### src/rtl/hsid_x_obi_arb_if.sv
// Bus bundle between the two pixel/library fetch requesters, the shared OBI
// read master and the arbiter sitting between them.
interface hsid_x_obi_arb_if #(
  parameter int WORD_WIDTH = 32
);
  logic                  a_req_i;
  logic [WORD_WIDTH-1:0] a_addr_i;
  logic                  a_gnt_o;
  logic                  a_rvalid_o;
  logic [WORD_WIDTH-1:0] a_rdata_o;

  logic                  b_req_i;
  logic [WORD_WIDTH-1:0] b_addr_i;
  logic                  b_gnt_o;
  logic                  b_rvalid_o;
  logic [WORD_WIDTH-1:0] b_rdata_o;

  logic                  m_req_o;
  logic [WORD_WIDTH-1:0] m_addr_o;
  logic                  m_gnt_i;
  logic                  m_rvalid_i;
  logic [WORD_WIDTH-1:0] m_rdata_i;

  logic                  busy_o;
  logic                  err_o;

  // Arbiter side.
  modport slave (
    input  a_req_i, a_addr_i, b_req_i, b_addr_i,
    input  m_gnt_i, m_rvalid_i, m_rdata_i,
    output a_gnt_o, a_rvalid_o, a_rdata_o,
    output b_gnt_o, b_rvalid_o, b_rdata_o,
    output m_req_o, m_addr_o, busy_o, err_o
  );

  // Environment side: requesters plus memory.
  modport master (
    output a_req_i, a_addr_i, b_req_i, b_addr_i,
    output m_gnt_i, m_rvalid_i, m_rdata_i,
    input  a_gnt_o, a_rvalid_o, a_rdata_o,
    input  b_gnt_o, b_rvalid_o, b_rdata_o,
    input  m_req_o, m_addr_o, busy_o, err_o
  );
endinterface

### src/rtl/hsid_x_obi_arb.sv
// Two-requester round-robin arbiter onto one OBI read master, with an in-order
// ID FIFO that routes each response back to the requester that issued it.
module hsid_x_obi_arb #(
  parameter int WORD_WIDTH      = 32,
  parameter int MAX_OUTSTANDING = 4
) (
  input  logic              clk,
  input  logic              rst,
  hsid_x_obi_arb_if.slave   bus
);
  localparam int CNT_W = $clog2(MAX_OUTSTANDING + 1);
  localparam int PTR_W = (MAX_OUTSTANDING > 1) ? $clog2(MAX_OUTSTANDING) : 1;

  logic [CNT_W-1:0]           cnt_reg, cnt_next;
  logic [PTR_W-1:0]           wr_ptr_reg, wr_ptr_next;
  logic [PTR_W-1:0]           rd_ptr_reg, rd_ptr_next;
  logic [MAX_OUTSTANDING-1:0] id_mem_reg, id_mem_next;
  logic                       rr_reg, rr_next;
  logic                       lock_reg, lock_next;
  logic                       owner_reg, owner_next;
  logic                       err_reg, err_next;

  logic                  full;
  logic                  sel_b;
  logic                  sel_req;
  logic [WORD_WIDTH-1:0] sel_addr;
  logic                  m_req;
  logic                  push;
  logic                  pop;
  logic                  head_b;

  assign full = (cnt_reg == CNT_W'(MAX_OUTSTANDING));

  // Owner choice: a pending (locked) request must keep its address stable on
  // the bus, so the lock overrides the round-robin pointer.
  always_comb begin
    sel_b = rr_reg;
    if (lock_reg) begin
      sel_b = owner_reg;
    end else if (bus.a_req_i && !bus.b_req_i) begin
      sel_b = 1'b0;
    end else if (bus.b_req_i && !bus.a_req_i) begin
      sel_b = 1'b1;
    end
  end

  assign sel_req  = sel_b ? bus.b_req_i  : bus.a_req_i;
  assign sel_addr = sel_b ? bus.b_addr_i : bus.a_addr_i;
  assign m_req    = sel_req && !full && !rst;
  assign push     = m_req && bus.m_gnt_i;
  assign pop      = bus.m_rvalid_i && (cnt_reg != '0) && !rst;
  assign head_b   = id_mem_reg[rd_ptr_reg];

  assign bus.m_req_o    = m_req;
  assign bus.m_addr_o   = sel_addr;
  assign bus.a_gnt_o    = push && !sel_b;
  assign bus.b_gnt_o    = push && sel_b;
  assign bus.a_rvalid_o = pop && !head_b;
  assign bus.b_rvalid_o = pop && head_b;
  assign bus.a_rdata_o  = bus.m_rdata_i;
  assign bus.b_rdata_o  = bus.m_rdata_i;
  assign bus.busy_o     = (cnt_reg != '0) || m_req;
  assign bus.err_o      = err_reg;

  // ID storage: each entry only loads when the write pointer lands on it.
  for (genvar gi = 0; gi < MAX_OUTSTANDING; gi++) begin : g_id
    assign id_mem_next[gi] = (push && (wr_ptr_reg == PTR_W'(gi))) ? sel_b : id_mem_reg[gi];
  end

  always_comb begin
    wr_ptr_next = wr_ptr_reg;
    rd_ptr_next = rd_ptr_reg;
    cnt_next    = cnt_reg;
    rr_next     = rr_reg;
    lock_next   = m_req && !bus.m_gnt_i;
    owner_next  = sel_b;
    err_next    = err_reg;

    if (push) begin
      wr_ptr_next = (wr_ptr_reg == PTR_W'(MAX_OUTSTANDING - 1)) ? '0 : wr_ptr_reg + PTR_W'(1);
      rr_next     = !sel_b;
    end
    if (pop) begin
      rd_ptr_next = (rd_ptr_reg == PTR_W'(MAX_OUTSTANDING - 1)) ? '0 : rd_ptr_reg + PTR_W'(1);
    end
    if (push && !pop) begin
      cnt_next = cnt_reg + CNT_W'(1);
    end else if (pop && !push) begin
      cnt_next = cnt_reg - CNT_W'(1);
    end
    // A response with nothing outstanding has no owner; drop it and flag.
    if (bus.m_rvalid_i && (cnt_reg == '0)) begin
      err_next = 1'b1;
    end
  end

  always_ff @(posedge clk) begin
    if (rst) begin
      cnt_reg    <= '0;
      wr_ptr_reg <= '0;
      rd_ptr_reg <= '0;
      id_mem_reg <= '0;
      rr_reg     <= 1'b0;
      lock_reg   <= 1'b0;
      owner_reg  <= 1'b0;
      err_reg    <= 1'b0;
    end else begin
      cnt_reg    <= cnt_next;
      wr_ptr_reg <= wr_ptr_next;
      rd_ptr_reg <= rd_ptr_next;
      id_mem_reg <= id_mem_next;
      rr_reg     <= rr_next;
      lock_reg   <= lock_next;
      owner_reg  <= owner_next;
      err_reg    <= err_next;
    end
  end
endmodule

### src/flat_wrapper.sv
// flat-port wrapper written by rule: the top's interface ports become plain ports
module hsid_x_obi_arb_flat 
#(
  parameter int WORD_WIDTH      = 32,
  parameter int MAX_OUTSTANDING = 4
)
  (clk, rst, bus_a_req_i, bus_a_addr_i, bus_b_req_i, bus_b_addr_i, bus_m_gnt_i, bus_m_rvalid_i, bus_m_rdata_i, bus_a_gnt_o, bus_a_rvalid_o, bus_a_rdata_o, bus_b_gnt_o, bus_b_rvalid_o, bus_b_rdata_o, bus_m_req_o, bus_m_addr_o, bus_busy_o, bus_err_o);
  hsid_x_obi_arb_if #(.WORD_WIDTH(WORD_WIDTH)) bus_i ();
  input  logic clk;
  input  logic rst;
  input wire logic [$bits(bus_i.a_req_i)-1:0] bus_a_req_i;
  input wire logic [$bits(bus_i.a_addr_i)-1:0] bus_a_addr_i;
  input wire logic [$bits(bus_i.b_req_i)-1:0] bus_b_req_i;
  input wire logic [$bits(bus_i.b_addr_i)-1:0] bus_b_addr_i;
  input wire logic [$bits(bus_i.m_gnt_i)-1:0] bus_m_gnt_i;
  input wire logic [$bits(bus_i.m_rvalid_i)-1:0] bus_m_rvalid_i;
  input wire logic [$bits(bus_i.m_rdata_i)-1:0] bus_m_rdata_i;
  output wire logic [$bits(bus_i.a_gnt_o)-1:0] bus_a_gnt_o;
  output wire logic [$bits(bus_i.a_rvalid_o)-1:0] bus_a_rvalid_o;
  output wire logic [$bits(bus_i.a_rdata_o)-1:0] bus_a_rdata_o;
  output wire logic [$bits(bus_i.b_gnt_o)-1:0] bus_b_gnt_o;
  output wire logic [$bits(bus_i.b_rvalid_o)-1:0] bus_b_rvalid_o;
  output wire logic [$bits(bus_i.b_rdata_o)-1:0] bus_b_rdata_o;
  output wire logic [$bits(bus_i.m_req_o)-1:0] bus_m_req_o;
  output wire logic [$bits(bus_i.m_addr_o)-1:0] bus_m_addr_o;
  output wire logic [$bits(bus_i.busy_o)-1:0] bus_busy_o;
  output wire logic [$bits(bus_i.err_o)-1:0] bus_err_o;
  assign bus_i.a_req_i = bus_a_req_i;
  assign bus_i.a_addr_i = bus_a_addr_i;
  assign bus_i.b_req_i = bus_b_req_i;
  assign bus_i.b_addr_i = bus_b_addr_i;
  assign bus_i.m_gnt_i = bus_m_gnt_i;
  assign bus_i.m_rvalid_i = bus_m_rvalid_i;
  assign bus_i.m_rdata_i = bus_m_rdata_i;
  assign bus_a_gnt_o = bus_i.a_gnt_o;
  assign bus_a_rvalid_o = bus_i.a_rvalid_o;
  assign bus_a_rdata_o = bus_i.a_rdata_o;
  assign bus_b_gnt_o = bus_i.b_gnt_o;
  assign bus_b_rvalid_o = bus_i.b_rvalid_o;
  assign bus_b_rdata_o = bus_i.b_rdata_o;
  assign bus_m_req_o = bus_i.m_req_o;
  assign bus_m_addr_o = bus_i.m_addr_o;
  assign bus_busy_o = bus_i.busy_o;
  assign bus_err_o = bus_i.err_o;
  hsid_x_obi_arb #(.WORD_WIDTH(WORD_WIDTH), .MAX_OUTSTANDING(MAX_OUTSTANDING)) u_core (.clk(clk), .rst(rst), .bus(bus_i));
endmodule
### config.mk
export PLATFORM = sky130hd
export DESIGN_NAME = hsid_x_obi_arb_flat
export DESIGN_NICKNAME = d
export VERILOG_FILES = /design/src/rtl/hsid_x_obi_arb_if.sv /design/src/rtl/hsid_x_obi_arb.sv /design/src/flat_wrapper.sv
export SDC_FILE = /design/constraint.sdc
export NUM_CORES = 1
export LEC_CHECK = 0
export ABC_AREA = 0
export ABC_CLOCK_PERIOD_IN_PS = 3100
export CAP_MARGIN = 20
export CORE_MARGIN = 2
export CORE_UTILIZATION = 27
export DETAILED_ROUTE_END_ITERATION = 8
export GPL_TIMING_DRIVEN = 1
export MAX_ROUTING_LAYER = met4
export PLACE_DENSITY = 0.83
export SLEW_MARGIN = 40
export SYNTH_ARGS = -nofsm -noshare
export SYNTH_HDL_FRONTEND = slang
export SYNTH_SLANG_ARGS = --single-unit
### constraint.sdc
create_clock -name clk -period 3.1 [get_ports clk]
set_input_delay 0.31 -clock clk [delete_from_list [all_inputs] [get_ports clk]]
set_output_delay 0.31 -clock clk [all_outputs]
set_load 0.05 [all_outputs]
==> impl_metrics.tcl <==
set metrics [dict create \
    yosys-top-cells-area "buf_4 (28%), mux2_2 (22%), dfxtp_1 (18%)" \
    synth_edf_count 0 \
    avgSynthCellArea_sq_um 9.02 \
    fin_crit_ns 2.68 \
    place_hpwl_microns 4930 \
    dieArea_sq_um 6960 \
    grt_pass1_vias 1550 \
    crit_arrival_ns 2.37 \
    holdBufCountCts 0 \
    grt_util_met1_pct 14.6 \
    cts_tree "done" \
    largest_register_ffs 4 \
    synth_common_cells "buf_4 (64), mux2_2 (33), dfxtp_1 (15)" \
    syn_area_sq_um 1700 \
    fmax_ghz 0.373 \
    area_delta_synth_final_pct 37.7 \
    detail-route-antenna-nets 0 \
    numClockSinks 15 \
    clk_latency_ns 0.25 \
    setup_viol 0 \
    initial_core_util_pct 28.3 \
    portBuffers 108 \
    nets 344 \
    ios 205 \
    peakVddDrop_mv 0.339 \
    synth_top_cell_by_area "buf_4" \
    reg2reg_from "u_core.cnt_reg[0]" \
    synth_cell_types 31 \
    synthFlopType "dfxtp_1" \
    crit_start "u_core.cnt_reg[0]" \
    p_per_area_nw_per_um2 510 \
    numCtsBuffers 3 \
    finalClockSkew_ns 0.00610 \
    seqCellArea_sq_um 300 \
    worstMarginPinSlew_ns 0.608 \
    status "finished clean" \
    startpoint_type "flip-flop" \
    routed_via_density 4.48 \
    hp-start "u_core.id_mem_reg[2]" \
    rows 28 \
    grt_pass1_wl_microns 8400 \
    postCtsSetupBuffers 0 \
    async_flop_share_pct 0 \
    fill_cells 616 \
    insertedDiodeCount 0 \
    htreeDepth 1 \
    multi_input_area_sq_um 856 \
    hp-class "reg -> reg" \
    cts-resized-gates 0 \
    synth_top_cell_area_share_pct 28.2 \
    synth.yosys.seq_area_share_pct 17.6 \
    maxCapViolations 0 \
    use_met3_pct 4.77 \
    root_buffer "clkbuf_8" \
    dr.pass1.iters 3 \
    drt_iter0_drc 11 \
    period_share_pct 86.4 \
    path_class "reg -> out" \
    core-area_sq_um 6030 \
    num_vias 1385 \
    synth_fp_nets 298 \
    die_h_microns 83.4 \
    slew_headroom_pct 58.8 \
    antenna_found_initial 0 \
    grt_use_total_pct 16.1 \
    place.gp.congestion 0.881 \
    grt_max_degree 35 \
    wirelength_microns 5690 \
    timing.hold.ws_ns 0.462 \
    final-hold-violation-count 0 \
    grt_busiest_layer "met2" \
    clockBufferDepth 2 \
    ys_ff_latch 15 \
    yosysMostFrequentCell "buf_4" \
    wl_per_cell_microns 18.4 \
    drive_gt1_share_pct 32.5 \
    grtUsageMet2_pct 30.8 \
    grt_overflow 0 \
    cts.reportedPaths.clkPinSlew_ns 0.06 \
    postSynthCellCount 189 \
    maxSlewViolCount 0 \
    path_max_fanout 6 \
    rsz0062_at_grt "false" \
    yosysWarnings 0 \
    fin_setup_tns_ns 0 \
    worstPathRequired_ns 2.79 \
    cp-end-kind "output pin" \
    chipWidth_microns 83.4 \
    drc 0 \
    p_leak_nw 0.998 \
    final_util_pct 39.0 \
]
-- metal layers --
metal / up-vias / routed length [microns]
met5: - / 0
met2: 90 / 3140
met4: 0 / 204
li1: 656 / -
met3: 10 / 476
met1: 629 / 1870
-- report_power, final --
part           internal (W)  total (W)  switching, W
combinational      0.000320   0.000775      0.000455
clock             0.0000911   0.000160     0.0000693
sequential         0.000226   0.000262     0.0000367
-- cell type report --
cell class	count	area share [%]
clock buffer	4	1.92
timing repair buffer	110	43.7
inverter	7	1.12
sequential	15	12.8
multi-input combinational	98	36.5
tap	75	4.00
-- per-stage QoR --
step           setup WS, ns  std cells  total power [W]  instance area (sq um)
2_1_floorplan         0.867        189          0.00101                   1700
3_3_place_gp          0.486        305          0.00104                   2300
3_5_place_dp          0.386        305          0.00105                   2300
4_1_cts               0.419        309          0.00121                   2350
5_1_grt               0.331        309          0.00126                   2350
6_report              0.421        309          0.00120                   2350
-- path summary, 6_finish.rpt --
| check | endpoint | depth (start not counted) | slack (ns) |
|---|---|---|---|
| setup / recovery | bus_a_gnt_o | 5 | 0.42 |
| hold / removal | u_core.id_mem_reg[2] | 2 | 0.46 |
| setup reg to reg | u_core.cnt_reg[2] | 10 | 0.60 |
| hold reg to reg | u_core.id_mem_reg[2] | 2 | 0.46 |
-- cell families (layout without fill, tap and decap cells) --
group                      count (synthesis)  in the layout  share of synthesized area (%)
adders and majority gates                  7              7                           5.58
DFF                                       15             15                           17.6
AOI/OAI and AO/OA                          8              8                           3.82
muxes                                     42             42                           27.9
xor gates and xnor gates                   2              2                           1.03
buffers and inverters                     76            121                           32.2
and+or+nand+nor                           39             39                           11.9
-- layout by cell type, fill, tap and decap left out, drive strengths merged --
cell type      instances
a21o                   1
nor3b                  2
or3                    1
inv                    7
o311ai                 1
nand2b                 2
buf                   35
nor3                   2
clkdlybuf4s50         75
or2                    1
nor2                  13
xor2                   2
o21ai                  1
ha                     6
nand2                  7
fa                     1
dfxtp                 15
mux2i                  7
a21oi                  3
mux4                   1
nor2b                  4
clkbuf                 4
mux2                  34
nand4                  4
and2b                  1
o31ai                  2
nand3                  2
-- critical path, cell delays in order, from the launching register on --
cell and delay [ns]:
dfxtp_1 0.44, nor3b_1 0.13, nor3b_2 0.35, nand3_2 0.22, nor2_1 0.16, clkdlybuf4s50_1 0.83
(Power assumes the default switching activity.)
